## src/rtl/interp_sequencer_pkg.sv

```systemverilog
// Shared types and constants for the 8x8 HEVC sub-pixel interpolation sequencer.
package interp_pkg;

    typedef enum logic [2:0] {
        S_IDLE  = 3'd0,
        S_LOAD  = 3'd1,
        S_HPASS = 3'd2,
        S_DRAIN = 3'd3,
        S_VPASS = 3'd4,
        S_FLUSH = 3'd5,
        S_DONE  = 3'd6
    } state_t;

    localparam int NUM_PIXEL_DEF = 8;
    localparam int TAPS_DEF      = 8;
    localparam int ROWS          = NUM_PIXEL_DEF + TAPS_DEF - 1;

    localparam int SEL_W   = 8;
    localparam int PLANE_W = 2;
    localparam int ROW_W   = 3;

    localparam logic [PLANE_W-1:0] PLANE_INT = 2'd0;
    localparam logic [PLANE_W-1:0] PLANE_A   = 2'd1;
    localparam logic [PLANE_W-1:0] PLANE_B   = 2'd2;
    localparam logic [PLANE_W-1:0] PLANE_C   = 2'd3;

    // Vertical-pass mux select: the sub-pixel planes follow the integer rows.
    function automatic logic [SEL_W-1:0] vsel(input int                 rows,
                                              input int                 num_pixel,
                                              input logic [PLANE_W-1:0] plane,
                                              input logic [ROW_W-1:0]   row);
        return SEL_W'(rows + num_pixel * int'(plane) + int'(row));
    endfunction

endpackage

```

## src/rtl/interp_sequencer_if.sv

```systemverilog
// Control/handshake bundle between the interpolation sequencer and its datapath/host.
interface interp_sequencer_if;
    import interp_pkg::*;

    logic               start;
    logic               busy;
    logic               done;
    logic               in_valid;
    logic               in_ready;
    logic [SEL_W-1:0]   sel;
    logic               fir_en;
    logic               sr_load_L;
    logic               out_valid;
    logic               out_ready;
    logic [PLANE_W-1:0] out_plane;
    logic [ROW_W-1:0]   out_row;

    modport master (
        output start, in_valid, out_ready,
        input  busy, done, in_ready, sel, fir_en, sr_load_L,
               out_valid, out_plane, out_row
    );

    modport slave (
        input  start, in_valid, out_ready,
        output busy, done, in_ready, sel, fir_en, sr_load_L,
               out_valid, out_plane, out_row
    );

endinterface

```

## src/rtl/interp_sequencer_out_stage.sv

```systemverilog
// One-deep output register tagging each vertical-pass row with its plane and row index.
module interp_out_stage
    import interp_pkg::*;
(
    input  logic               clock,
    input  logic               reset_L,
    input  logic               issue,
    input  logic [PLANE_W-1:0] issue_plane,
    input  logic [ROW_W-1:0]   issue_row,
    input  logic               out_ready,
    output logic               out_valid,
    output logic [PLANE_W-1:0] out_plane,
    output logic [ROW_W-1:0]   out_row
);

    // A new issue overwrites the slot in the same cycle the old row hands off.
    always_ff @(posedge clock or negedge reset_L) begin
        if (!reset_L) begin
            out_valid <= 1'b0;
            out_plane <= PLANE_INT;
            out_row   <= '0;
        end else if (issue) begin
            out_valid <= 1'b1;
            out_plane <= issue_plane;
            out_row   <= issue_row;
        end else if (out_ready) begin
            out_valid <= 1'b0;
        end
    end

endmodule

```

## src/rtl/interp_sequencer.sv

```systemverilog
// Control FSM for the 8x8 interpolation datapath: horizontal pass, then 32-row vertical pass.
module interp_sequencer
    import interp_pkg::*;
#(
    parameter int NUM_PIXEL = NUM_PIXEL_DEF,
    parameter int TAPS      = TAPS_DEF
) (
    input  logic              clock,
    input  logic              reset_L,
    interp_sequencer_if.slave sif
);

    localparam int               NROWS      = NUM_PIXEL + TAPS - 1;
    localparam logic [SEL_W-1:0] SEL_H_LAST = SEL_W'(NROWS - 1);
    localparam logic [ROW_W-1:0] ROW_LAST   = ROW_W'(NUM_PIXEL - 1);

    if ((NROWS + 4 * NUM_PIXEL - 1 > (1 << SEL_W) - 1) || (NUM_PIXEL > (1 << ROW_W))) begin : g_range_check
        $error("interp_sequencer: NUM_PIXEL/TAPS exceed select or row width");
    end

    state_t             state;
    logic [SEL_W-1:0]   sel_q;
    logic [PLANE_W-1:0] plane_q;
    logic [ROW_W-1:0]   row_q;
    logic               busy_q;
    logic               done_q;
    logic               in_ready_q;
    logic               hfir_q;
    logic               sr_load_L_q;

    logic               issue;
    logic               last_row;
    logic [PLANE_W-1:0] plane_nx;
    logic [ROW_W-1:0]   row_nx;

    // A row issues whenever the output slot is empty or being emptied this cycle.
    always_comb begin
        issue    = (state == S_VPASS) && (!sif.out_valid || sif.out_ready);
        last_row = (row_q == ROW_LAST);
        plane_nx = plane_q;
        row_nx   = row_q + ROW_W'(1);
        if (last_row) begin
            plane_nx = plane_q + PLANE_W'(1);
            row_nx   = '0;
        end
    end

    always_ff @(posedge clock or negedge reset_L) begin
        if (!reset_L) begin
            state       <= S_IDLE;
            sel_q       <= '0;
            plane_q     <= PLANE_INT;
            row_q       <= '0;
            busy_q      <= 1'b0;
            done_q      <= 1'b0;
            in_ready_q  <= 1'b0;
            hfir_q      <= 1'b0;
            sr_load_L_q <= 1'b1;
        end else begin
            done_q      <= 1'b0;
            // Shift registers load one cycle behind each horizontal-pass row.
            sr_load_L_q <= (state != S_HPASS);
            case (state)
                S_IDLE: begin
                    if (sif.start) begin
                        state      <= S_LOAD;
                        busy_q     <= 1'b1;
                        in_ready_q <= 1'b1;
                    end
                end
                S_LOAD: begin
                    if (sif.in_valid) begin
                        state      <= S_HPASS;
                        in_ready_q <= 1'b0;
                        hfir_q     <= 1'b1;
                        sel_q      <= '0;
                    end
                end
                S_HPASS: begin
                    if (sel_q == SEL_H_LAST) begin
                        state <= S_DRAIN;
                    end else begin
                        sel_q <= sel_q + SEL_W'(1);
                    end
                end
                S_DRAIN: begin
                    state   <= S_VPASS;
                    hfir_q  <= 1'b0;
                    plane_q <= PLANE_INT;
                    row_q   <= '0;
                    sel_q   <= vsel(NROWS, NUM_PIXEL, PLANE_INT, '0);
                end
                S_VPASS: begin
                    if (issue) begin
                        if (plane_q == PLANE_C && last_row) begin
                            state <= S_FLUSH;
                        end else begin
                            plane_q <= plane_nx;
                            row_q   <= row_nx;
                            sel_q   <= vsel(NROWS, NUM_PIXEL, plane_nx, row_nx);
                        end
                    end
                end
                S_FLUSH: begin
                    if (sif.out_valid && sif.out_ready) begin
                        state  <= S_DONE;
                        busy_q <= 1'b0;
                        done_q <= 1'b1;
                    end
                end
                S_DONE: begin
                    state <= S_IDLE;
                end
                default: begin
                    state      <= S_IDLE;
                    busy_q     <= 1'b0;
                    in_ready_q <= 1'b0;
                    hfir_q     <= 1'b0;
                end
            endcase
        end
    end

    interp_out_stage u_out_stage (
        .clock       (clock),
        .reset_L     (reset_L),
        .issue       (issue),
        .issue_plane (plane_q),
        .issue_row   (row_q),
        .out_ready   (sif.out_ready),
        .out_valid   (sif.out_valid),
        .out_plane   (sif.out_plane),
        .out_row     (sif.out_row)
    );

    assign sif.busy      = busy_q;
    assign sif.done      = done_q;
    assign sif.in_ready  = in_ready_q;
    assign sif.sel       = sel_q;
    assign sif.fir_en    = hfir_q | issue;
    assign sif.sr_load_L = sr_load_L_q;

endmodule

```

## src/flat_wrapper.sv

```systemverilog
// flat-port wrapper written by rule: the top's interface ports become plain ports
module interp_sequencer_flat import interp_pkg::*;
#(
    parameter int NUM_PIXEL = NUM_PIXEL_DEF,
    parameter int TAPS      = TAPS_DEF
)
  (clock, reset_L, sif_start, sif_in_valid, sif_out_ready, sif_busy, sif_done, sif_in_ready, sif_sel, sif_fir_en, sif_sr_load_L, sif_out_valid, sif_out_plane, sif_out_row);
  interp_sequencer_if sif_i ();
  input  logic clock;
  input  logic reset_L;
  input wire logic [$bits(sif_i.start)-1:0] sif_start;
  input wire logic [$bits(sif_i.in_valid)-1:0] sif_in_valid;
  input wire logic [$bits(sif_i.out_ready)-1:0] sif_out_ready;
  output wire logic [$bits(sif_i.busy)-1:0] sif_busy;
  output wire logic [$bits(sif_i.done)-1:0] sif_done;
  output wire logic [$bits(sif_i.in_ready)-1:0] sif_in_ready;
  output wire logic [$bits(sif_i.sel)-1:0] sif_sel;
  output wire logic [$bits(sif_i.fir_en)-1:0] sif_fir_en;
  output wire logic [$bits(sif_i.sr_load_L)-1:0] sif_sr_load_L;
  output wire logic [$bits(sif_i.out_valid)-1:0] sif_out_valid;
  output wire logic [$bits(sif_i.out_plane)-1:0] sif_out_plane;
  output wire logic [$bits(sif_i.out_row)-1:0] sif_out_row;
  assign sif_i.start = sif_start;
  assign sif_i.in_valid = sif_in_valid;
  assign sif_i.out_ready = sif_out_ready;
  assign sif_busy = sif_i.busy;
  assign sif_done = sif_i.done;
  assign sif_in_ready = sif_i.in_ready;
  assign sif_sel = sif_i.sel;
  assign sif_fir_en = sif_i.fir_en;
  assign sif_sr_load_L = sif_i.sr_load_L;
  assign sif_out_valid = sif_i.out_valid;
  assign sif_out_plane = sif_i.out_plane;
  assign sif_out_row = sif_i.out_row;
  interp_sequencer #(.NUM_PIXEL(NUM_PIXEL), .TAPS(TAPS)) u_core (.clock(clock), .reset_L(reset_L), .sif(sif_i));
endmodule
```

## config.mk

```make
export PLATFORM = sky130hd
export DESIGN_NAME = interp_sequencer_flat
export DESIGN_NICKNAME = d
export VERILOG_FILES = /design/src/rtl/interp_sequencer_pkg.sv /design/src/rtl/interp_sequencer_if.sv /design/src/rtl/interp_sequencer_out_stage.sv /design/src/rtl/interp_sequencer.sv /design/src/flat_wrapper.sv
export SDC_FILE = /design/constraint.sdc
export NUM_CORES = 1
export LEC_CHECK = 0
export CAP_MARGIN = 20
export CORE_ASPECT_RATIO = 1.1
export CORE_MARGIN = 2
export CORE_UTILIZATION = 45
export CTS_BUF_LIST = sky130_fd_sc_hd__clkbuf_8
export DETAILED_ROUTE_END_ITERATION = 8
export PLACE_DENSITY = 0.67
export SLEW_MARGIN = 40
export SYNTH_ARGS = -nofsm -noshare
export SYNTH_HDL_FRONTEND = slang
export SYNTH_SLANG_ARGS = --single-unit
```

## constraint.sdc

```tcl
create_clock -name clock -period 3.05 [get_ports clock]
set_input_delay 0.4575 -clock clock [delete_from_list [all_inputs] [get_ports clock]]
set_output_delay 0.4575 -clock clock [all_outputs]
set_load 0.01 [all_outputs]
```

## After elaboration in Yosys (flattened, before gate mapping)

Cells that the tools add are included.

| word-level totals | value |
|---|---|
| flip-flop bits (word level) | 27 |
| input port bits | 5 |
| output and inout port bits | 19 |

| operators by class | value |
|---|---|
| $add $sub $neg | 5 |
| equal/unequal tests | 18 |
| multiplexer cells | 31 |
| bitwise logic cells | 4 |
| reductions and logical operators | 18 |

Operator list:

| operator | count |
|---|---|
| 8-bit 2-to-1 mux | 4 |
| 8-bit one-hot mux with 4 select lines | 1 |
| 3-bit 2-to-1 mux | 9 |
| 3-bit one-hot mux with 6 select lines | 1 |
| 5-bit OR reduction | 3 |
| 3-bit equality test (second input constant) | 4 |
| 2-bit != test (second input constant) | 5 |
| 3-bit AND reduction | 3 |
| 8-bit by 1-bit adder with 8-bit output (second input constant) | 1 |
| 8-bit by 4-bit adder with 8-bit output | 1 |
| 8-bit by 4-bit equality test with 1-bit output (second input constant) | 1 |
| 1-bit 2-to-1 mux | 8 |
| 4-bit by 5-bit adder with 6-bit output (first input constant) | 1 |
| 3-bit by 2-bit equality test with 1-bit output (second input constant) | 2 |
| 2-bit 2-to-1 mux | 3 |
| 2-bit by 1-bit != test with 1-bit output (second input constant) | 3 |
| 1-bit one-hot mux with 3 select lines | 2 |
| 3-bit one-hot mux with 2 select lines | 1 |
| 6-bit AND reduction | 1 |
| 5-bit AND reduction | 1 |
| 2-bit one-hot mux with 2 select lines | 1 |
| 2-bit nonzero test | 2 |
| 4-bit nonzero test | 1 |
| 3-bit by 1-bit adder with 3-bit output (second input constant) | 1 |
| other kinds (12) | 16 |

## Longest topological paths before layout

Gate-level depths: netlist (run 1).

| logic depth | value |
|---|---|
| depth in word-level cells | 7 |
| gate-level depth with buffers | 8 |
| mapped depth without buffers | 7 |

## By module

Synthesis (run 1) repeated with hierarchy kept, for this count alone.

| unflattened totals | value |
|---|---|
| cells, all modules | 175 |
| area, all modules | 1706.6 um^2 |

Modules (own cells, without submodules):

| module | times used | cells an instance | area an instance (um^2) | seq. area each (um^2) |
|---|---|---|---|---|
| interp_sequencer | 1 | 161 | 1457.6 | 526.8 |
| interp_out_stage | 1 | 14 | 249.0 | 150.1 |

## Worst setup path after synthesis (run 1)

OpenSTA, ideal clock, no wires.

| path | value |
|---|---|
| path kind | flip-flop to flip-flop |
| start point | register u_core.state[1] |
| end point | register u_core.sel_q[3] (netlist: u_core.sif.sel[3]) |
| setup time | 0.126 ns |
| arrival | 1.993 ns |
| required time | 2.924 ns |
| path slack | 0.931 ns |
| cell stages (with the launch flop) | 9 |
| buffers on the path | 3 |
| clock period less this slack | 2.119 ns |
| cells stage by stage | dfrtp_1 -> clkbuf_1 -> or3b_1 -> buf_6 -> o32ai_4 -> and2_1 -> buf_6 -> a221oi_2 -> o32a_1 |

| on the way | value |
|---|---|
| word-level cells in the longest chain between the ends | 4 |
| elaborated cells on any way between the ends | 12 |
| those cells by class | eq/ne (8); mux (1); reduce/logical (3) |

Ends and longest elaborated chain:

| item | line | RTL |
|---|---|---|
| start: declaration | interp_sequencer.sv:21 | `state_t state;` |
| start signal: assignment | interp_sequencer.sv:50 | `state <= S_IDLE;` |
| start signal: assignment | interp_sequencer.sv:66 | `state <= S_LOAD;` |
| start signal: assignment | interp_sequencer.sv:73 | `state <= S_HPASS;` |
| 3-bit equality test | interp_sequencer.sv:38, interp_sequencer.sv:63 |  |
| 1-bit logical AND | interp_sequencer.sv:38 | `issue = (state == S_VPASS) && (!sif.out_valid \|\| sif.out_ready);` |
| 2-bit by 1-bit != test with 1-bit output (no source line) | -- |  |
| 5-bit AND reduction (no source line) | -- |  |
| end signal: assignment | interp_sequencer.sv:83 | `sel_q <= sel_q + SEL_W'(1);` |
| end signal: assignment | interp_sequencer.sv:91 | `sel_q <= vsel(NROWS, NUM_PIXEL, PLANE_INT, '0);` |
| end signal: assignment | interp_sequencer.sv:100 | `sel_q <= vsel(NROWS, NUM_PIXEL, plane_nx, row_nx);` |
| end: declaration | interp_sequencer.sv:22 | `logic [SEL_W-1:0] sel_q;` |

Parallel ways exist; a longest one is shown, timed or not.
A chain may end at the register's enable or synchronous reset.

## Worst setup path in the final report (run 1)

| path | value |
|---|---|
| start point | register u_core.state[2] |
| end point | output port sif_fir_en |

| on the way | value |
|---|---|
| word-level cells in the longest chain between the ends | 3 |

Ends and longest elaborated chain:

| item | line | RTL |
|---|---|---|
| 3-bit equality test | interp_sequencer.sv:38 |  |
| 1-bit logical AND | interp_sequencer.sv:38 |  |
| 1-bit OR | interp_sequencer.sv:140 | `assign sif.fir_en = hfir_q \| issue;` |
| end: declaration | flat_wrapper.sv:18 | `output wire logic [$bits(sif_i.fir_en)-1:0] sif_fir_en;` |

Every way passes these cells.

==> flow_summary.html, run 1 <==
<table>
<tr><th>Metric</th><th>Value</th></tr>
<tr><th colspan="2">Critical path</th></tr>
<tr><td>Slowest stage delay, CP</td><td>approximately 0.57 ns</td></tr>
<tr><td>Reg2Reg Launch Point</td><td>u_core.state[2]$_DFFE_PN0P_</td></tr>
<tr><td>Data required time of the critical path</td><td>2.59 ns</td></tr>
<tr><td>Critical-path top delay cell</td><td>or3b_1</td></tr>
<tr><td>Critical path data arrival time</td><td>about 2.2 ns</td></tr>
<tr><td>Endpoint type of the worst setup path</td><td>output port</td></tr>
<tr><td>Register-to-register path setup slack</td><td>0.60 ns</td></tr>
<tr><td>Kind of cell adding the most delay to the critical path</td><td>simple AND/OR/NAND/NOR gates</td></tr>
<tr><td>Worst Path Buf+Inv</td><td>1</td></tr>
<tr><td>Top fanout value on the critical path</td><td>9</td></tr>
<tr><td>Worst r2r path cells</td><td>5</td></tr>
<tr><td>Reg2reg end</td><td>u_core.sif.sel[3]$_DFFE_PN0P_</td></tr>
<tr><td>Type of the worst setup path</td><td>reg2out</td></tr>
<tr><td>Worst Setup Start Kind</td><td>flop</td></tr>
<tr><td>Ordered list of cells on the worst path</td><td>or3b_1 -&gt; nor2_1 -&gt; or2_2 -&gt; clkdlybuf4s50_1</td></tr>
<tr><th colspan="2">Timing</th></tr>
<tr><td>Total count of max-transition violations in the final report</td><td>0</td></tr>
<tr><td>Portion of the clock cycle consumed by the worst path in the final layout</td><td>0.866</td></tr>
<tr><td>Setup repair after global routing missed its margin</td><td>false</td></tr>
<tr><td>Final TNS setup</td><td>0 ns</td></tr>
<tr><td>Achievable clock frequency</td><td>379 MHz</td></tr>
<tr><td>Min Clock Period, post-route</td><td>2.64 ns</td></tr>
<tr><td>Largest clock skew in the final design</td><td>0.00150 ns</td></tr>
<tr><td>Final setup violation count</td><td>0</td></tr>
<tr><td>Worst slew margin relative to its limit</td><td>0.720</td></tr>
<tr><td>Final hold violation count</td><td>0</td></tr>
<tr><td>Final hold slack</td><td>0.0991 ns</td></tr>
<tr><td>Actual slew at the worst max-slew pin</td><td>0.418 ns</td></tr>
<tr><th colspan="2">Routing</th></tr>
<tr><td>Average wire per cell in the routed design</td><td>13.8 um</td></tr>
<tr><td>DRC violations left</td><td>0</td></tr>
<tr><td>Final ANT Viol Nets</td><td>0</td></tr>
<tr><td>Detailed Route WL</td><td>3.51 mm</td></tr>
<tr><td>Starting DRT DRC Count</td><td>67</td></tr>
<tr><td>Via density per instance</td><td>5.47</td></tr>
<tr><td>TritonRoute pass-1 iters</td><td>4</td></tr>
<tr><td>Total number of vias</td><td>around 1400</td></tr>
<tr><th colspan="2">Floorplanning</th></tr>
<tr><td>Initial standard-cell utilization of the core</td><td>0.477</td></tr>
<tr><td>Number of I/O pins</td><td>24</td></tr>
<tr><td>Die Ht</td><td>between 60 and 70 um</td></tr>
<tr><td>Row Count</td><td>22</td></tr>
<tr><td>Die ar.</td><td>4090 um2</td></tr>
<tr><td>Floorplan die width</td><td>61.1 um</td></tr>
<tr><td>Core Region</td><td>between 3000 and 4000 um2</td></tr>
<tr><th colspan="2">Finish</th></tr>
<tr><td>Proportion of layout cells with a drive suffix above 1</td><td>0.0825</td></tr>
<tr><td># fillers</td><td>305</td></tr>
<tr><td>Total Nets Final</td><td>217</td></tr>
<tr><td>Register area</td><td>677 um2</td></tr>
<tr><td>Area added between synthesis and finish</td><td>18.8%</td></tr>
<tr><td>Most common cell after layout, fill and taps aside</td><td>nand2_1</td></tr>
<tr><td>Diodes inserted</td><td>0</td></tr>
<tr><td>Core utilization of the finished layout</td><td>0.567</td></tr>
<tr><td>Total area of multi-input combinational cells</td><td>876 um2</td></tr>
<tr><td>Leading cell types in the layout, fill and taps excluded</td><td>32 x nand2_1, 26 x dfrtp_1, 22 x clkdlybuf4s50_1</td></tr>
<tr><th colspan="2">GRT</th></tr>
<tr><td>Via count of the first global-routing pass</td><td>1300</td></tr>
<tr><td>Initial antenna violation count</td><td>0</td></tr>
<tr><td>Leftover overflow at the end of global routing</td><td>0</td></tr>
<tr><td>Maximum number of pins on one net before global-route repair</td><td>21</td></tr>
<tr><td>GRT Resource Usage Total</td><td>0.189</td></tr>
<tr><td>First-pass GRT wire length</td><td>5.82 mm</td></tr>
<tr><th colspan="2">Clock network</th></tr>
<tr><td>H-Tree Level Count</td><td>1</td></tr>
<tr><td>Setup bufs post-CTS</td><td>0</td></tr>
<tr><td>Total clock sinks</td><td>27</td></tr>
<tr><td>Max clock buf depth</td><td>2</td></tr>
<tr><td>CTS Root Buffer Type</td><td>clkbuf_8</td></tr>
<tr><td>Post-CTS Resized</td><td>0</td></tr>
<tr><td>Clock tree from TritonCTS</td><td>yes</td></tr>
<tr><td>Clock slew at reported path FFs</td><td>0.09 ns</td></tr>
<tr><td>Number of buffers inserted during clock tree synthesis</td><td>3</td></tr>
<tr><td>Number of hold-repair buffers added at the cts stage</td><td>0</td></tr>
<tr><td>Clock latency of the later-clocked register in the worst-skew pair</td><td>0.27 ns</td></tr>
<tr><th colspan="2">Place</th></tr>
<tr><td>Detailed-placement wirelength estimate</td><td>about 2.6 mm</td></tr>
<tr><td>Number of I/O port buffers</td><td>23</td></tr>
<tr><td>Global placement routability congestion</td><td>0.868</td></tr>
<tr><th colspan="2">Yosys</th></tr>
<tr><td>Total standard cell area after synthesis</td><td>1620 um2</td></tr>
<tr><td>Flip-flop cell with the highest count after synthesis</td><td>dfrtp_1</td></tr>
<tr><td>Synthesized instance count</td><td>185</td></tr>
<tr><td>Mean cell area of the mapped netlist</td><td>8.74 um2</td></tr>
<tr><td>Async set-reset flop share out of synthesis</td><td>1.00</td></tr>
<tr><td>Yosys Warn Count</td><td>0</td></tr>
<tr><td>Number of distinct standard cells referenced by the synthesized netlist</td><td>42</td></tr>
<tr><td>Count of flip-flops with a built-in enable after synthesis</td><td>0</td></tr>
<tr><td>Share of the yosys chip area belonging to registers</td><td>0.419</td></tr>
<tr><td>Count of state elements after synthesis</td><td>27</td></tr>
<tr><td>Synth Net Count</td><td>195</td></tr>
<tr><th colspan="2">Pwr</th></tr>
<tr><td>P per Cell Area</td><td>roughly 900 nW/um2</td></tr>
<tr><td>IR drop worst, VDD</td><td>0.000454 V</td></tr>
<tr><td>Leakage</td><td>0.859 nW</td></tr>
<tr><td>Total power of the final layout</td><td>1.74 mW</td></tr>
<tr><th colspan="2">Outcome</th></tr>
<tr><td>Run status</td><td>finished, final reports clean</td></tr>
<tr><th colspan="2">Min path</th></tr>
<tr><td>Kind of path behind the tightest hold check</td><td>in2async</td></tr>
<tr><th colspan="2">Flow run</th></tr>
<tr><td>Number of max-cap violations</td><td>0</td></tr>
</table>
-- logic make-up (layout without fill, tap and decap cells) --
group           count (synthesis)  after routing  synth area share
fa+ha+maj                       5              5            0.0387
compound gates                 47             47             0.204
flops                          27             27             0.419
simple gates                   87             87             0.262
mux                             4              4            0.0263
buf+inv                        13             34            0.0395
xor+xnor                        2              2            0.0108
-- state kept, by name, summed over array words and instances, names as in the netlist, 2 cells and up --
signal                        flops
u_core.sif.sel                    8
u_core.state                      3
u_core.plane_q                    2
u_core.row_q                      3
u_core.u_out_stage.out_plane      2
u_core.u_out_stage.out_row        3
-- cells in the mapped netlist (all sizes together), types with 4 or more instances --
library cell	count	area, um2
a21oi	10	50.1
nand3	5	25.0
nor3	7	35.0
dfrtp	26	651
a22o	5	43.8
o21ai	15	75.1
a31oi	4	25.0
ha	5	62.6
nand2b	8	50.1
and3	4	25.0
nand2	32	120
inv	4	15.0
clkbuf	7	26.3
nor2	17	63.8
-- where the power goes --
part	internal (mW)	switching, mW
Clock	0.0902	0.108
Sequential	0.478	0.146
Combinational	0.434	0.480
Total	1.00	0.734
-- worst register-to-register path: stages, from the launching register on --
cell and delay (ns):
dfrtp_1 0.50, or3b_1 0.57, o32ai_4 0.48, and2_1 0.40
a221oi_2 0.09, o32a_1 0.29
-- worst max-delay path by stage --
stage | start | endpoint | slack, ns | cells past startpoint
after floorplan | u_core.state[1]$_DFFE_PN0P_ | u_core.sif.sel[3]$_DFFE_PN0P_ | 0.93 | 8
final | u_core.state[2]$_DFFE_PN0P_ | sif_fir_en | 0.41 | 4
after CTS | u_core.state[2]$_DFFE_PN0P_ | sif_fir_en | 0.40 | 4
after detailed placement | sif_out_ready | sif_fir_en | 0.56 | 5
after global routing | u_core.state[2]$_DFFE_PN0P_ | sif_fir_en | 0.27 | 4
after global placement | sif_out_ready | sif_fir_en | 0.61 | 5
-- metal layers --
| metal | up-vias | global-route usage | share of wire |
|---|---|---|---|
| li1 | 701 | - | - |
| met2 | 24 | 0.302 | 0.48 |
| met3 | 7 | 0.0233 | 0.030 |
| met5 | - | 0 | 0 |
| met1 | 658 | 0.249 | 0.48 |
| met4 | 0 | 0.0870 | 0.017 |
-- layout make-up --
class,instances,area share
multi-input combinational,145,0.456
clock inverter,1,0.00195
clock buffer,3,0.0215
timing repair buffer,26,0.129
inverter,4,0.00782
sequential,27,0.352
tap,48,0.0313
-- stage by stage --
stage | instance area (um2) | setup slack, ns | instances
2_1_floorplan | 1620 | 0.931 | 185
3_3_place_gp | 1880 | 0.609 | 250
3_5_place_dp | 1880 | 0.558 | 250
4_1_cts | 1930 | 0.404 | 254
5_1_grt | 1920 | 0.267 | 254
6_report | 1920 | 0.408 | 254
Power figures use the tool's default switching activity.
==> run 2, diff against run 1 <==
Clock period 3.05 ns to 2.72 ns, I/O delays scaled along.
==> flow_summary.html, run 2 (synthesis gave the netlist of run 1 again) <==
<table>
<tr><th>Metric</th><th>Value</th></tr>
<tr><th colspan="2">Timing</th></tr>
<tr><td>Largest clock skew in the final design</td><td>0.00762 ns (was 0.00150 ns)</td></tr>
<tr><td>Setup repair after global routing missed its margin</td><td>false (unchanged)</td></tr>
<tr><td>Final hold violation count</td><td>0 (unchanged)</td></tr>
<tr><td>Worst slew margin relative to its limit</td><td>0.712 (was 0.720)</td></tr>
<tr><td>Min Clock Period, post-route</td><td>2.62 ns</td></tr>
<tr><td>Achievable clock frequency</td><td>~380 MHz</td></tr>
<tr><td>Actual slew at the worst max-slew pin</td><td>0.430 ns (was 0.418 ns)</td></tr>
<tr><td>Portion of the clock cycle consumed by the worst path in the final layout</td><td>0.963</td></tr>
<tr><td>Total count of max-transition violations in the final report</td><td>0 (unchanged)</td></tr>
<tr><td>Final setup violation count</td><td>0 (unchanged)</td></tr>
<tr><td>Final TNS setup</td><td>0 ns (unchanged)</td></tr>
<tr><td>Setup slack of the critical path after layout</td><td>0.101 ns (was 0.408 ns)</td></tr>
<tr><th colspan="2">GRT</th></tr>
<tr><td>Initial antenna violation count</td><td>0 (unchanged)</td></tr>
<tr><td>Maximum number of pins on one net before global-route repair</td><td>28 (was 21)</td></tr>
<tr><td>GR Util met1</td><td>0.261 (was 0.249)</td></tr>
<tr><td>First-pass GRT wire length</td><td>6.04 mm (was 5.82 mm)</td></tr>
<tr><td>Leftover overflow at the end of global routing</td><td>0 (unchanged)</td></tr>
<tr><td>Top Usage Layer GRT</td><td>met2 (unchanged)</td></tr>
<tr><td>Via count of the first global-routing pass</td><td>1358 (was 1300)</td></tr>
<tr><td>GRT Resource Usage Total</td><td>0.192 (was 0.189)</td></tr>
<tr><td>Met2 global-route usage</td><td>0.310 (was 0.302)</td></tr>
<tr><td>Global routing usage on met3</td><td>0.0252 (was 0.0233)</td></tr>
<tr><th colspan="2">Routing</th></tr>
<tr><td>Average wire per cell in the routed design</td><td>13.6 um (was 13.8 um)</td></tr>
<tr><td>Final ANT Viol Nets</td><td>0 (unchanged)</td></tr>
<tr><td>Total number of vias</td><td>1408 (was 1390)</td></tr>
<tr><td>Via density per instance</td><td>5.54 (was 5.47)</td></tr>
<tr><td>Detailed Route WL</td><td>3.47 mm (was 3.51 mm)</td></tr>
<tr><td>TritonRoute pass-1 iters</td><td>4 (unchanged)</td></tr>
<tr><td>DRC violations left</td><td>0 (unchanged)</td></tr>
<tr><td>Starting DRT DRC Count</td><td>88 (was 67)</td></tr>
<tr><th colspan="2">Critical path</th></tr>
<tr><td>Worst Setup Start Kind</td><td>flop (unchanged)</td></tr>
<tr><td>Ordered list of cells on the worst path</td><td>or3b_1 -&gt; nor2_1 -&gt; or2_2 -&gt; clkdlybuf4s50_1 (unchanged)</td></tr>
<tr><td>Kind of cell adding the most delay to the critical path</td><td>simple AND/OR/NAND/NOR gates (unchanged)</td></tr>
<tr><td>Data required time of the critical path</td><td>2.31 ns (was 2.59 ns)</td></tr>
<tr><td>Type of the worst setup path</td><td>reg2out (unchanged)</td></tr>
<tr><td>Top fanout value on the critical path</td><td>9 (unchanged)</td></tr>
<tr><td>Slowest stage delay, CP</td><td>0.57 ns (about the same)</td></tr>
<tr><td>Worst r2r path cells</td><td>5 (unchanged)</td></tr>
<tr><td>Worst Path Buf+Inv</td><td>1 (unchanged)</td></tr>
<tr><td>Logic depth of the worst setup path including buffers</td><td>4 (unchanged)</td></tr>
<tr><td>Critical path data arrival time</td><td>2.21 ns (was 2.18 ns)</td></tr>
<tr><td>Critical-path top delay cell</td><td>or3b_1 (unchanged)</td></tr>
<tr><td>Endpoint type of the worst setup path</td><td>output port (unchanged)</td></tr>
<tr><th colspan="2">Min path</th></tr>
<tr><td>Kind of path behind the tightest hold check</td><td>reg2reg (was in2async)</td></tr>
<tr><td>WHS Path Cells</td><td>2</td></tr>
<tr><th colspan="2">Finish</th></tr>
<tr><td>Layout Cells excl Fill</td><td>254 (unchanged)</td></tr>
<tr><td>Proportion of layout cells with a drive suffix above 1</td><td>0.0777 (was 0.0825)</td></tr>
<tr><td>Total area of multi-input combinational cells</td><td>876 um2 (unchanged)</td></tr>
<tr><td>Total Nets Final</td><td>217 (unchanged)</td></tr>
<tr><td>Diodes inserted</td><td>0 (unchanged)</td></tr>
<tr><td>Most common cell after layout, fill and taps aside</td><td>nand2_1 (unchanged)</td></tr>
<tr><td>Area added between synthesis and finish</td><td>19.1% (was 18.8%)</td></tr>
<tr><td>Core utilization of the finished layout</td><td>0.569 (was 0.567)</td></tr>
<tr><td># fillers</td><td>325 (was 305)</td></tr>
<tr><td>Leading cell types in the layout, fill and taps excluded</td><td>32 x nand2_1, 26 x dfrtp_1, 23 x clkdlybuf4s50_1 (was 32 x nand2_1, 26 x dfrtp_1, 22 x clkdlybuf4s50_1)</td></tr>
<tr><td>Register area</td><td>677 um2 (unchanged)</td></tr>
<tr><td>Max reg flops</td><td>8 (unchanged)</td></tr>
<tr><th colspan="2">Clock network</th></tr>
<tr><td>Number of hold-repair buffers added at the cts stage</td><td>0 (unchanged)</td></tr>
<tr><td>Clock tree from TritonCTS</td><td>yes (unchanged)</td></tr>
<tr><td>H-Tree Level Count</td><td>1 (unchanged)</td></tr>
<tr><td>Number of buffers inserted during clock tree synthesis</td><td>3 (unchanged)</td></tr>
<tr><td>Clock slew at reported path FFs</td><td>0.09 ns (about the same)</td></tr>
<tr><td>Clock latency of the later-clocked register in the worst-skew pair</td><td>0.27 ns (about the same)</td></tr>
<tr><td>Total clock sinks</td><td>27 (unchanged)</td></tr>
<tr><td>Setup bufs post-CTS</td><td>0 (unchanged)</td></tr>
<tr><td>Max clock buf depth</td><td>2 (unchanged)</td></tr>
<tr><td>CTS Root Buffer Type</td><td>clkbuf_8 (unchanged)</td></tr>
<tr><td>Post-CTS Resized</td><td>0 (unchanged)</td></tr>
<tr><th colspan="2">Flow run</th></tr>
<tr><td>Number of max-cap violations</td><td>0 (unchanged)</td></tr>
<tr><th colspan="2">Floorplanning</th></tr>
<tr><td>Initial standard-cell utilization of the core</td><td>0.477 (unchanged)</td></tr>
<tr><td>Die ar.</td><td>4090 um2 (unchanged)</td></tr>
<tr><td>Row Count</td><td>22 (unchanged)</td></tr>
<tr><td>Floorplan die width</td><td>61.1 um (unchanged)</td></tr>
<tr><td>Core Region</td><td>3390 um2 (unchanged)</td></tr>
<tr><td>Die Ht</td><td>66.9 um (unchanged)</td></tr>
<tr><td>Number of I/O pins</td><td>24 (unchanged)</td></tr>
<tr><th colspan="2">Pwr</th></tr>
<tr><td>Leakage</td><td>0.859 nW (about the same)</td></tr>
<tr><td>P per Cell Area</td><td>1010 nW/um2 (was 904 nW/um2)</td></tr>
<tr><td>IR drop worst, VDD</td><td>0.000500 V (was 0.000454 V)</td></tr>
<tr><th colspan="2">Place</th></tr>
<tr><td>Number of I/O port buffers</td><td>23 (unchanged)</td></tr>
<tr><td>Detailed-placement wirelength estimate</td><td>2.56 mm (was 2.58 mm)</td></tr>
<tr><td>Placed cell count</td><td>250 (unchanged)</td></tr>
<tr><td>Placement Setup Slack</td><td>0.316 ns (was 0.558 ns)</td></tr>
<tr><td>Global placement routability congestion</td><td>0.871 (was 0.868)</td></tr>
<tr><th colspan="2">Outcome</th></tr>
<tr><td>Run status</td><td>finished, final reports clean (unchanged)</td></tr>
</table>
==> run 2: changes by cell type in the layout (fill, tap and decap cells not counted), sizes merged <==
cell,change
clkdlybuf4s50,+1
buf,-1
==> run 2: per-layer routing <==
layer / vias up / routed length [um]
li1: 698 / -
met1: 670 / 1640
met2: 35 / 1650
met3: 5 / 142
met4: 0 / 36
met5: - / 0
==> run 2: final timing paths <==
check                                                     startpoint                                         to  slack [ns]
setup / recovery                         u_core.state[2]$_DFFE_PN0P_                                 sif_fir_en        0.10
min in group asynchronous                                    reset_L                  u_core.sif.done$_DFF_PN0_        0.51
hold reg to reg            u_core.u_out_stage.out_row[1]$_DFFE_PN0P_  u_core.u_out_stage.out_row[1]$_DFFE_PN0P_        0.48
setup reg to reg                         u_core.state[2]$_DFFE_PN0P_              u_core.sif.sel[3]$_DFFE_PN0P_        0.32
hold / removal             u_core.u_out_stage.out_row[1]$_DFFE_PN0P_  u_core.u_out_stage.out_row[1]$_DFFE_PN0P_        0.48
max in group asynchronous                                    reset_L             u_core.sif.sr_load_L$_DFF_PN1_        1.91
==> run 2: cell type report <==
type	instances	area share
Multi-Input combinational cell	145	0.455
Inverter	4	0.00780
Clock inverter	1	0.00195
Sequential cell	27	0.352
Tap cell	48	0.0312
Clock buffer	3	0.0214
Timing Repair Buffer	26	0.131
==> run 2: worst reg2reg max path, cell delays in order, from the launching register on <==
cell and delay [ns]:
dfrtp_1 0.50, or3b_1 0.57, o32ai_4 0.46, and2_1 0.38, a221oi_2 0.09, o32a_1 0.29
==> run 2: power by group <==
group / switching, mW / leakage [nW] / internal, mW
Sequential: 0.161 / 0.349 / 0.536
Clock: 0.122 / 0.0269 / 0.101
Combinational: 0.540 / 0.483 / 0.488
==> run 2: through the flow <==
step           hold WS (ns)  total power, mW  instance area (um2)
2_1_floorplan         0.112             1.40                 1620
3_3_place_gp          0.457             1.72                 1880
3_5_place_dp          0.462             1.73                 1880
4_1_cts               0.485             1.95                 1930
5_1_grt               0.521             2.12                 1930
6_report              0.479             1.95                 1930
